`config.mk`:
```
export PLATFORM = sky130hd
export DESIGN_NAME = trig_updown_counter
export DESIGN_NICKNAME = d
export VERILOG_FILES = /design/src/rtl/trig_cnt_pkg.sv /design/src/rtl/cnt_tick_gen.sv /design/src/rtl/trig_updown_counter.sv
export SDC_FILE = /design/constraint.sdc
export NUM_CORES = 1
export LEC_CHECK = 0
export ABC_AREA = 1
export ABC_CLOCK_PERIOD_IN_PS = 6100
export CAP_MARGIN = 30
export CORE_UTILIZATION = 45
export CTS_BUF_LIST = sky130_fd_sc_hd__clkbuf_16
export DETAILED_ROUTE_END_ITERATION = 8
export GPL_TIMING_DRIVEN = 0
export PLACE_DENSITY = 0.73
export SLEW_MARGIN = 20
export SYNTH_ARGS = -nofsm -noshare
export SYNTH_HDL_FRONTEND = slang
export SYNTH_SLANG_ARGS = --single-unit
```
`constraint.sdc`:
```
create_clock -name sys_clk -period 6.1 [get_ports sys_clk]
set_clock_uncertainty 0.1 [all_clocks]
set_input_delay 1.22 -clock sys_clk [delete_from_list [all_inputs] [get_ports sys_clk]]
set_output_delay 1.22 -clock sys_clk [all_outputs]
set_load 0.01 [all_outputs]
```
`src/rtl/trig_cnt_pkg.sv`:
```
// Shared definitions for the trigger-driven up/down counter: trigger, mode and
// status bit positions plus the auto-run FSM state type.
package trig_cnt_pkg;

  localparam int TRIG_CLEAR       = 0;
  localparam int TRIG_UP          = 1;
  localparam int TRIG_DOWN        = 2;
  localparam int TRIG_LOAD        = 3;
  localparam int TRIG_CAPTURE     = 4;
  localparam int TRIG_CLEAR_FLAGS = 5;
  localparam int TRIG_RUN_START   = 6;
  localparam int TRIG_RUN_STOP    = 7;

  localparam int ST_AT_ZERO    = 0;
  localparam int ST_OVERFLOW   = 1;
  localparam int ST_UNDERFLOW  = 2;
  localparam int ST_SNAP_VALID = 3;
  localparam int ST_RUNNING    = 4;
  localparam int ST_USED_BITS  = 5;

  localparam int MODE_SAT = 0;
  localparam int MODE_DIR = 1;

  typedef enum logic [0:0] {
    IDLE = 1'b0,
    RUN  = 1'b1
  } run_state_e;

endpackage

```
`src/rtl/cnt_tick_gen.sv`:
```
// Auto-run prescaler: issues a one-cycle tick every max(period,1) enabled cycles.
// While disabled it keeps reloading, so the period in force at entry is used.
module cnt_tick_gen #(
  parameter int PERIOD_W = 16
) (
  input  logic                sys_clk,
  input  logic                reset_n,
  input  logic                enable_i,
  input  logic [PERIOD_W-1:0] period_i,
  output logic                tick_o
);

  logic [PERIOD_W-1:0] cnt_q;
  logic [PERIOD_W-1:0] cnt_d;
  logic [PERIOD_W-1:0] reload_s;

  assign tick_o = enable_i && (cnt_q == '0);

  // Reload value and down-count of the prescaler
  always_comb begin
    reload_s = '0;
    cnt_d    = cnt_q;
    if (period_i == '0) begin
      reload_s = '0;
    end else begin
      reload_s = period_i - PERIOD_W'(1);
    end
    if (!enable_i) begin
      cnt_d = reload_s;
    end else if (cnt_q == '0) begin
      cnt_d = reload_s;
    end else begin
      cnt_d = cnt_q - PERIOD_W'(1);
    end
  end

  // Prescaler register
  always_ff @(posedge sys_clk) begin
    if (!reset_n) begin
      cnt_q <= '0;
    end else begin
      cnt_q <= cnt_d;
    end
  end

endmodule

```
`src/rtl/trig_updown_counter.sv`:
```
// Trigger-driven up/down counter with atomic snapshot and auto-run mode.
// Optional CNT_SNAP_SEQ_EN adds the capture sequence counter; CNT_W must be 2*HALF_W.
module trig_updown_counter
  import trig_cnt_pkg::*;
#(
  parameter int CNT_W    = 32,
  parameter int HALF_W   = 16,
  parameter int PERIOD_W = 16
) (
  input  logic                sys_clk,
  input  logic                reset_n,
  input  logic [15:0]         trig,
  input  logic [15:0]         mode,
  input  logic [HALF_W-1:0]   step,
  input  logic [PERIOD_W-1:0] period,
  input  logic [HALF_W-1:0]   load_lo,
  input  logic [HALF_W-1:0]   load_hi,
  output logic [CNT_W-1:0]    count,
  output logic [HALF_W-1:0]   snap_lo,
  output logic [HALF_W-1:0]   snap_hi,
  output logic [HALF_W-1:0]   snap_seq,
  output logic [HALF_W-1:0]   status,
  output logic                tc_pulse
);

  logic [CNT_W-1:0] count_q, count_d;
  logic [CNT_W-1:0] snap_q, snap_d;
  logic             ovf_q, ovf_d;
  logic             unf_q, unf_d;
  logic             valid_q, valid_d;
  logic             tc_q, tc_d;
  logic             at_zero_q, at_zero_d;
  run_state_e       state_q, state_d;

  logic [CNT_W:0]   step_ext_s;
  logic [CNT_W:0]   sum_s;
  logic [CNT_W:0]   diff_s;
  logic             tick_s;
  logic             inc_s;
  logic             dec_s;
  logic             ovf_evt_s;
  logic             unf_evt_s;
  logic             unused_s;

  assign unused_s = ^{trig[15:8], mode[15:2]};

  cnt_tick_gen #(
    .PERIOD_W (PERIOD_W)
  ) u_tick_gen (
    .sys_clk  (sys_clk),
    .reset_n  (reset_n),
    .enable_i (state_q == RUN),
    .period_i (period),
    .tick_o   (tick_s)
  );

  // Arithmetic is one bit wider so the MSB carries the carry/borrow
  assign step_ext_s = (step == '0) ? (CNT_W+1)'(1) : (CNT_W+1)'(step);
  assign sum_s      = {1'b0, count_q} + step_ext_s;
  assign diff_s     = {1'b0, count_q} - step_ext_s;

  // Next count: clear > load > manual up/down > auto-run tick
  always_comb begin
    count_d   = count_q;
    inc_s     = 1'b0;
    dec_s     = 1'b0;
    ovf_evt_s = 1'b0;
    unf_evt_s = 1'b0;
    if (trig[TRIG_CLEAR]) begin
      count_d = '0;
    end else if (trig[TRIG_LOAD]) begin
      count_d = {load_hi, load_lo};
    end else if (trig[TRIG_UP] ^ trig[TRIG_DOWN]) begin
      inc_s = trig[TRIG_UP];
      dec_s = trig[TRIG_DOWN];
    end else if (tick_s) begin
      inc_s = ~mode[MODE_DIR];
      dec_s = mode[MODE_DIR];
    end else begin
      count_d = count_q;
    end
    if (inc_s) begin
      ovf_evt_s = sum_s[CNT_W];
      count_d   = (sum_s[CNT_W] && mode[MODE_SAT]) ? '1 : sum_s[CNT_W-1:0];
    end else if (dec_s) begin
      unf_evt_s = diff_s[CNT_W];
      count_d   = (diff_s[CNT_W] && mode[MODE_SAT]) ? '0 : diff_s[CNT_W-1:0];
    end else begin
      ovf_evt_s = 1'b0;
      unf_evt_s = 1'b0;
    end
  end

  // Sticky flags (a new event beats clear_flags), terminal-count pulse, snapshot
  always_comb begin
    ovf_d     = (ovf_q & ~trig[TRIG_CLEAR_FLAGS]) | ovf_evt_s;
    unf_d     = (unf_q & ~trig[TRIG_CLEAR_FLAGS]) | unf_evt_s;
    tc_d      = ovf_evt_s | unf_evt_s;
    at_zero_d = (count_d == '0);
    snap_d    = snap_q;
    valid_d   = valid_q;
    if (trig[TRIG_CAPTURE]) begin
      snap_d  = count_q;
      valid_d = 1'b1;
    end else begin
      snap_d  = snap_q;
      valid_d = valid_q;
    end
  end

  // Auto-run FSM; stop wins over start, saturation ends a run in saturate mode
  always_comb begin
    state_d = state_q;
    case (state_q)
      IDLE: begin
        if (trig[TRIG_RUN_START] && !trig[TRIG_RUN_STOP]) begin
          state_d = RUN;
        end else begin
          state_d = IDLE;
        end
      end
      RUN: begin
        if (trig[TRIG_RUN_STOP] || trig[TRIG_CLEAR] ||
            (mode[MODE_SAT] && (ovf_evt_s || unf_evt_s))) begin
          state_d = IDLE;
        end else begin
          state_d = RUN;
        end
      end
      default: state_d = IDLE;
    endcase
  end

  // State registers
  always_ff @(posedge sys_clk) begin
    if (!reset_n) begin
      count_q   <= '0;
      snap_q    <= '0;
      ovf_q     <= 1'b0;
      unf_q     <= 1'b0;
      valid_q   <= 1'b0;
      tc_q      <= 1'b0;
      at_zero_q <= 1'b1;
      state_q   <= IDLE;
    end else begin
      count_q   <= count_d;
      snap_q    <= snap_d;
      ovf_q     <= ovf_d;
      unf_q     <= unf_d;
      valid_q   <= valid_d;
      tc_q      <= tc_d;
      at_zero_q <= at_zero_d;
      state_q   <= state_d;
    end
  end

`ifdef CNT_SNAP_SEQ_EN
  logic [HALF_W-1:0] seq_q, seq_d;

  // Capture sequence number, wraps naturally
  always_comb begin
    if (trig[TRIG_CAPTURE]) begin
      seq_d = seq_q + HALF_W'(1);
    end else begin
      seq_d = seq_q;
    end
  end

  // Sequence register
  always_ff @(posedge sys_clk) begin
    if (!reset_n) begin
      seq_q <= '0;
    end else begin
      seq_q <= seq_d;
    end
  end

  assign snap_seq = seq_q;
`else
  assign snap_seq = '0;
`endif

  assign count    = count_q;
  assign snap_lo  = snap_q[HALF_W-1:0];
  assign snap_hi  = snap_q[CNT_W-1:HALF_W];
  assign tc_pulse = tc_q;
  assign status   = {{(HALF_W-ST_USED_BITS){1'b0}}, (state_q == RUN), valid_q,
                     unf_q, ovf_q, at_zero_q};

endmodule
```
==> qor.yml, run 1 <==
final_layout:
  antenna_cells: 0
  stdcell_count: 1905
  final_cell_mix: "nand2_1 (403), nor2_1 (216), inv_1 (182)"
  final_util_pct: 57.4
  layout-drive-gt1-share_pct: 8.38
  final_common_cell: "nand2_1"
  area_growth_pct: 24.4
  final_nets: 1802
placement:
  gp_congestion: 0.986
  io_buffers: 142
  dp_hpwl_um: 27600
  place_inst: 1889
global_routing:
  antenna_found_initial: 0
  grt_use_met3_pct: 5.26
  globalRoute.busiestLayer: "met2"
  met2_usage_pct: 54.4
  gr-total-overflow: 0
  grt_pass1_vias: 9311
  grt_util_met1_pct: 44.4
  grt_max_degree: 17
  grt_use_total_pct: 33.6
  grt_first_pass_wirelength_um: 50600
detailed_routing:
  wl_per_cell_um: 17.3
  vias: 9902
  drc: 0
  antenna_left: 0
  dr.pass1.iters: 6
  drt-total-wl_um: 33000
  drt_iter0_markers: 830
  vias_per_cell: 5.20
power_and_ir_drop:
  power_mw: 1.98
  max-vdd-ir-drop_mv: 0.137
  power.density_nw_per_um2: 184
  p_leak_nw: 5.37
yosys:
  netlist_instances: 1487
  synth_seq_area_share_pct: 19.9
  synth_edf_count: 0
  yosysTopAreaCell: "dfxtp_1"
  yosysTopAreaCellShare_pct: 19.9
  yosys.cell_types.count: 47
  synth_ff_type: "dfxtp_1"
  avgSynthCellArea_um2: 5.82
  synth.cell_area_um2: 8660
  async_reset_ff_share_pct: 0
  yosys-top-cells-area: "dfxtp_1 (20%), nand2_1 (17%), nor2_1 (9.4%)"
  ys_ff_latch: 86
  yosysWarnings: 0
sta:
  slew_violations: 0
  finalCritPeriodShare_pct: 87.6
  rsz0062_at_grt: "false"
  min_period_ps: 5340
  fmax_ghz: 0.187
  fin_setup_tns_ps: 0
  holdWs_ps: 366
  setup_viol: 0
  worstMarginPinSlew_ps: 794
  slew_headroom_pct: 46.4
  hold_viol: 0
floorplanning:
  core_um2: 18800
  dieArea_um2: 19800
  num_rows: 50
  initial_utilization_pct: 46.1
  io-pin-count: 195
  fp.dieH_um: 141
  die_w_um: 141
clock_tree:
  postCtsSetupBuffers: 0
  clk_latency_ps: 360
  root_buffer: "clkbuf_16"
  path_clk_slew_ps: 70
  numCtsBuffers: 9
  htree_levels: 3
  max-clock-path-buffers: 2
  tritoncts: "done"
  hold_buffers: 0
  cts.repair.resized: 0
  cts_num_sinks: 86
setup_path:
  r2r-start: "count[0]"
  required_ps: 6290
  cp.arrival_ps: 5540
  critPathCaptureType: "register"
  path_max_fanout: 10
  ff2ff_setup_slack_ps: 2710
  rr_endpoint: "at_zero_q"
  startpoint_type: "input port"
  path_class: "in2reg"
  r2r_cells: 21
run:
  cap_violations: 0
worst_hold_path:
  holdPathStages: 2
  holdPathEnd: "ovf_q"
  hold_class: "reg2reg"
  hold_path.startpoint: "ovf_q"
outcome:
  outcome: "complete, no violations"
-- worst max-delay path: stages --
cell and delay [ps]:
clkdlybuf4s50_1 430, nor4_1 330, nand3_1 150, o41ai_1 670, ha_1 330, fa_1 220
inv_1 90, nand3_1 70, nand2_1 130, nand2_1 80, nand2_1 100, nand2_1 210
nand4_4 210, nand2_4 210, inv_2 120, nand3_1 90, nand2_1 50, nand2_1 90
nand2_1 100, nor2_1 160, nand2_1 60, nor2_1 200, nand2_1 130, nand2_1 70
-- kinds of logic after synthesis --
| logic type | synth area share (%) |
|---|---|
| other | 0.0433 |
| adder cells (fa/ha/maj) | 5.67 |
| XOR/XNOR | 4.35 |
| AO/OA/AOI/OAI | 12.5 |
| buffers and inverters | 16.2 |
| AND/OR/NAND/NOR | 41.4 |
| flip-flops | 19.9 |
-- power breakdown --
part / internal (mW) / leakage, nW / switching, mW
registers: 0.598 / 0.710 / 0.0479
clock network: 0.324 / 0.146 / 0.277
logic: 0.285 / 4.52 / 0.447
-- sequential cells by signal (all words and copies together), names as in the netlist --
signal,count
state_q,1
valid_q,1
snap_q,32
unf_q,1
ovf_q,1
tc_pulse,1
u_tick_gen.cnt_q,16
at_zero_q,1
count,32
-- how the worst max path moves through the flow --
stage                 to     start
2_1_floorplan  at_zero_q  step[12]
3_5_place_dp   at_zero_q  step[12]
5_1_grt        at_zero_q  step[12]
6_report       at_zero_q  step[12]
3_3_place_gp   at_zero_q  step[12]
4_1_cts        at_zero_q  step[12]
-- cell usage after synthesis, types with 9 or more instances --
library cell    n
nor3_1         17
a21oi_1        70
inv_2          15
clkbuf_1       37
a211oi_1       16
inv_1         182
nand4_1        35
nor2_1        216
xnor2_1         9
buf_6          14
buf_4          40
dfxtp_1        86
xor2_1         34
nor2_2         11
nand3_1       102
nand2_2         9
nand2_1       403
ha_1           36
o21ai_0        85
-- stage by stage --
stage / area [um^2] / worst slack (ps)
after floorplan: 8750 / 2270
after global placement: 10500 / 396
after detailed placement: 10500 / 407
after CTS: 10800 / 739
after global routing: 10800 / 411
final: 10800 / 759
-- layer usage --
layer,wire [um],share of wire [%]
met1,14400,44
met2,14600,44
met3,2770,8.4
met4,1230,3.7
met5,0,0
-- layout make-up --
cell class              instances  area, um^2
plain buffers                 104         656
repair buffers                142        1420
inverters                     198         743
clock buffers                   9         225
clock inverters                 7        78.8
well taps                     234         293
multi-input cells            1125        5630
fillers                      1984        8000
flip-flops and latches         86        1720
Note: power is estimated with default switching activity, not from simulation.
==> inputs of run 2 (changes only) <==
- GPL_ROUTABILITY_DRIVEN: unset -> 0
- MAX_ROUTING_LAYER: unset -> met4
==> run 2 against run 1 <==
  * Non-clock buffer count did not move
  * Utilization is 0.12 points lower
  * Flip-flop and latch count unchanged
  * Combinational power decreased by 2%
  * Global-route usage shrank 2.2 points
  * Via count grew 0.90%
  * Sequential share of layout area is essentially flat
  * Sequential power about the same
  * Critical path depth stayed put
  * Largest cell class unchanged
  * Die area unchanged
  * Register-to-register slack better by 120 ps
==> qor.yml, run 2 (synthesis gave the netlist of run 1 again) <==
global_routing:
  grt_first_pass_wirelength_um: 46900
  gr-total-overflow: 0
  grt_max_degree: 17
  grt_pass1_vias: 9031
  grt_use_total_pct: 31.4
  antenna_found_initial: 0
final_layout:
  final_cell_mix: "nand2_1 (403), nor2_1 (216), inv_1 (183)"
  layout-drive-gt1-share_pct: 8.38
  seq_area_um2: 1720
  nFillCells: 1988
  antenna_cells: 0
  final_common_cell: "nand2_1"
  stdcell_count: 1905
  final_nets: 1802
  multiInputGateArea_um2: 5630
  area_growth_pct: 24.2
setup_path:
  path_max_fanout: 10
  required_ps: 6280
  startpoint_type: "input port"
  path_class: "in2reg"
  critPathCaptureType: "register"
  cp.arrival_ps: 5630
detailed_routing:
  vias: 9991
  drt_iter0_markers: 1204
  vias_per_cell: 5.24
  antenna_left: 0
  drt-total-wl_um: 30300
  drc: 0
  wl_per_cell_um: 15.9
  dr.pass1.iters: 7
clock_tree:
  htree_levels: 3
  numCtsBuffers: 9
  max-clock-path-buffers: 2
  tritoncts: "done"
  hold_buffers: 0
  cts.repair.resized: 0
  path_clk_slew_ps: 60
  postCtsSetupBuffers: 0
  root_buffer: "clkbuf_16"
  cts_num_sinks: 86
  clk_latency_ps: 350
outcome:
  outcome: "complete, no violations"
power_and_ir_drop:
  switching_share_pct: 38.5
  max-vdd-ir-drop_mv: 0.116
  seqPwrFrac_pct: 34.0
  power.density_nw_per_um2: 176
  pwr-share-clk_pct: 28.0
  p_leak_nw: 5.36
  p_comb_share_pct: 37.9
  power_switching_uw: 729
  p_int_mw: 1.16
sta:
  slew_violations: 0
  finalCritPeriodShare_pct: 89.2
  holdWs_ps: 374
  worstMarginPinSlew_ps: 887
  min_period_ps: 5440
  setup_viol: 0
  fmax_ghz: 0.184
  hold_viol: 0
  slew_headroom_pct: 40.1
  rsz0062_at_grt: "false"
  fin_setup_tns_ps: 0
floorplanning:
  num_rows: 50
  fp.dieH_um: 141
  io-pin-count: 195
  initial_utilization_pct: 46.1
  dieArea_um2: 19800
  die_w_um: 141
  core_um2: 18800
run:
  cap_violations: 0
placement:
  dp_hpwl_um: 25300
  io_buffers: 142
  place_inst: 1889
worst_hold_path:
  hold_class: "reg2reg"
run 2: metrics by stage:
stage / total power, mW / instance area (um^2) / util, % / setup slack (ps)
finish: 1.89 / 10800 / 57.3 / 658
CTS: 1.88 / 10800 / 57.3 / 825
floorplan: 1.10 / 8750 / - / 2270
detailed placement: 1.36 / 10500 / 55.8 / 505
global placement: 1.35 / 10500 / 55.8 / 510
global route: 2.00 / 10800 / 57.3 / 539
run 2: path summary, 6_finish.rpt:
path	startpoint	to	slack, ps	cells after the start
max	step[12]	at_zero_q	660	24
min	unf_q	unf_q	370	2
max reg2reg	count[1]	at_zero_q	2830	20
min reg2reg	unf_q	unf_q	370	2
run 2: layout make-up:
type | instances | area share (%)
inverters | 198 | 6.91
flip-flops and latches | 86 | 16.0
clock inverters | 7 | 0.524
plain buffers | 104 | 6.10
repair buffers | 142 | 13.2
well taps | 234 | 2.72
multi-input cells | 1125 | 52.4
clock buffers | 9 | 2.09
run 2: power by group through the flow:
stage          clock network (mW)  registers (mW)  logic (mW)
2_1_floorplan                   0           0.651       0.451
3_3_place_gp                    0           0.655       0.694
3_5_place_dp                    0           0.655       0.701
4_1_cts                     0.535           0.643       0.705
5_1_grt                     0.563           0.647       0.787
6_report                    0.531           0.645       0.718
run 2: worst max-delay path, stage by stage:
cell and delay [ps]:
clkdlybuf4s50_1 430, nor4_1 350, nand3_1 170, o41ai_1 750, ha_1 330, fa_1 210
inv_1 80, nand3_1 70, nand2_1 130, nand2_1 90, nand2_1 90, nand2_1 200
nand4_4 210, nand2_4 220, inv_2 110, nand3_1 90, nand2_1 60, nand2_1 90
nand2_1 70, nor2_1 120, nand2_1 70, nor2_1 230, nand2_1 140, nand2_1 80
run 2: layer usage:
layer	vias up	share of wire, %	GRT usage, %
li1	4995	-	-
met5	-	0	-
met1	4422	42	39.4
met3	87	9.2	4.28
met2	487	45	50.4
met4	0	4.2	13.6
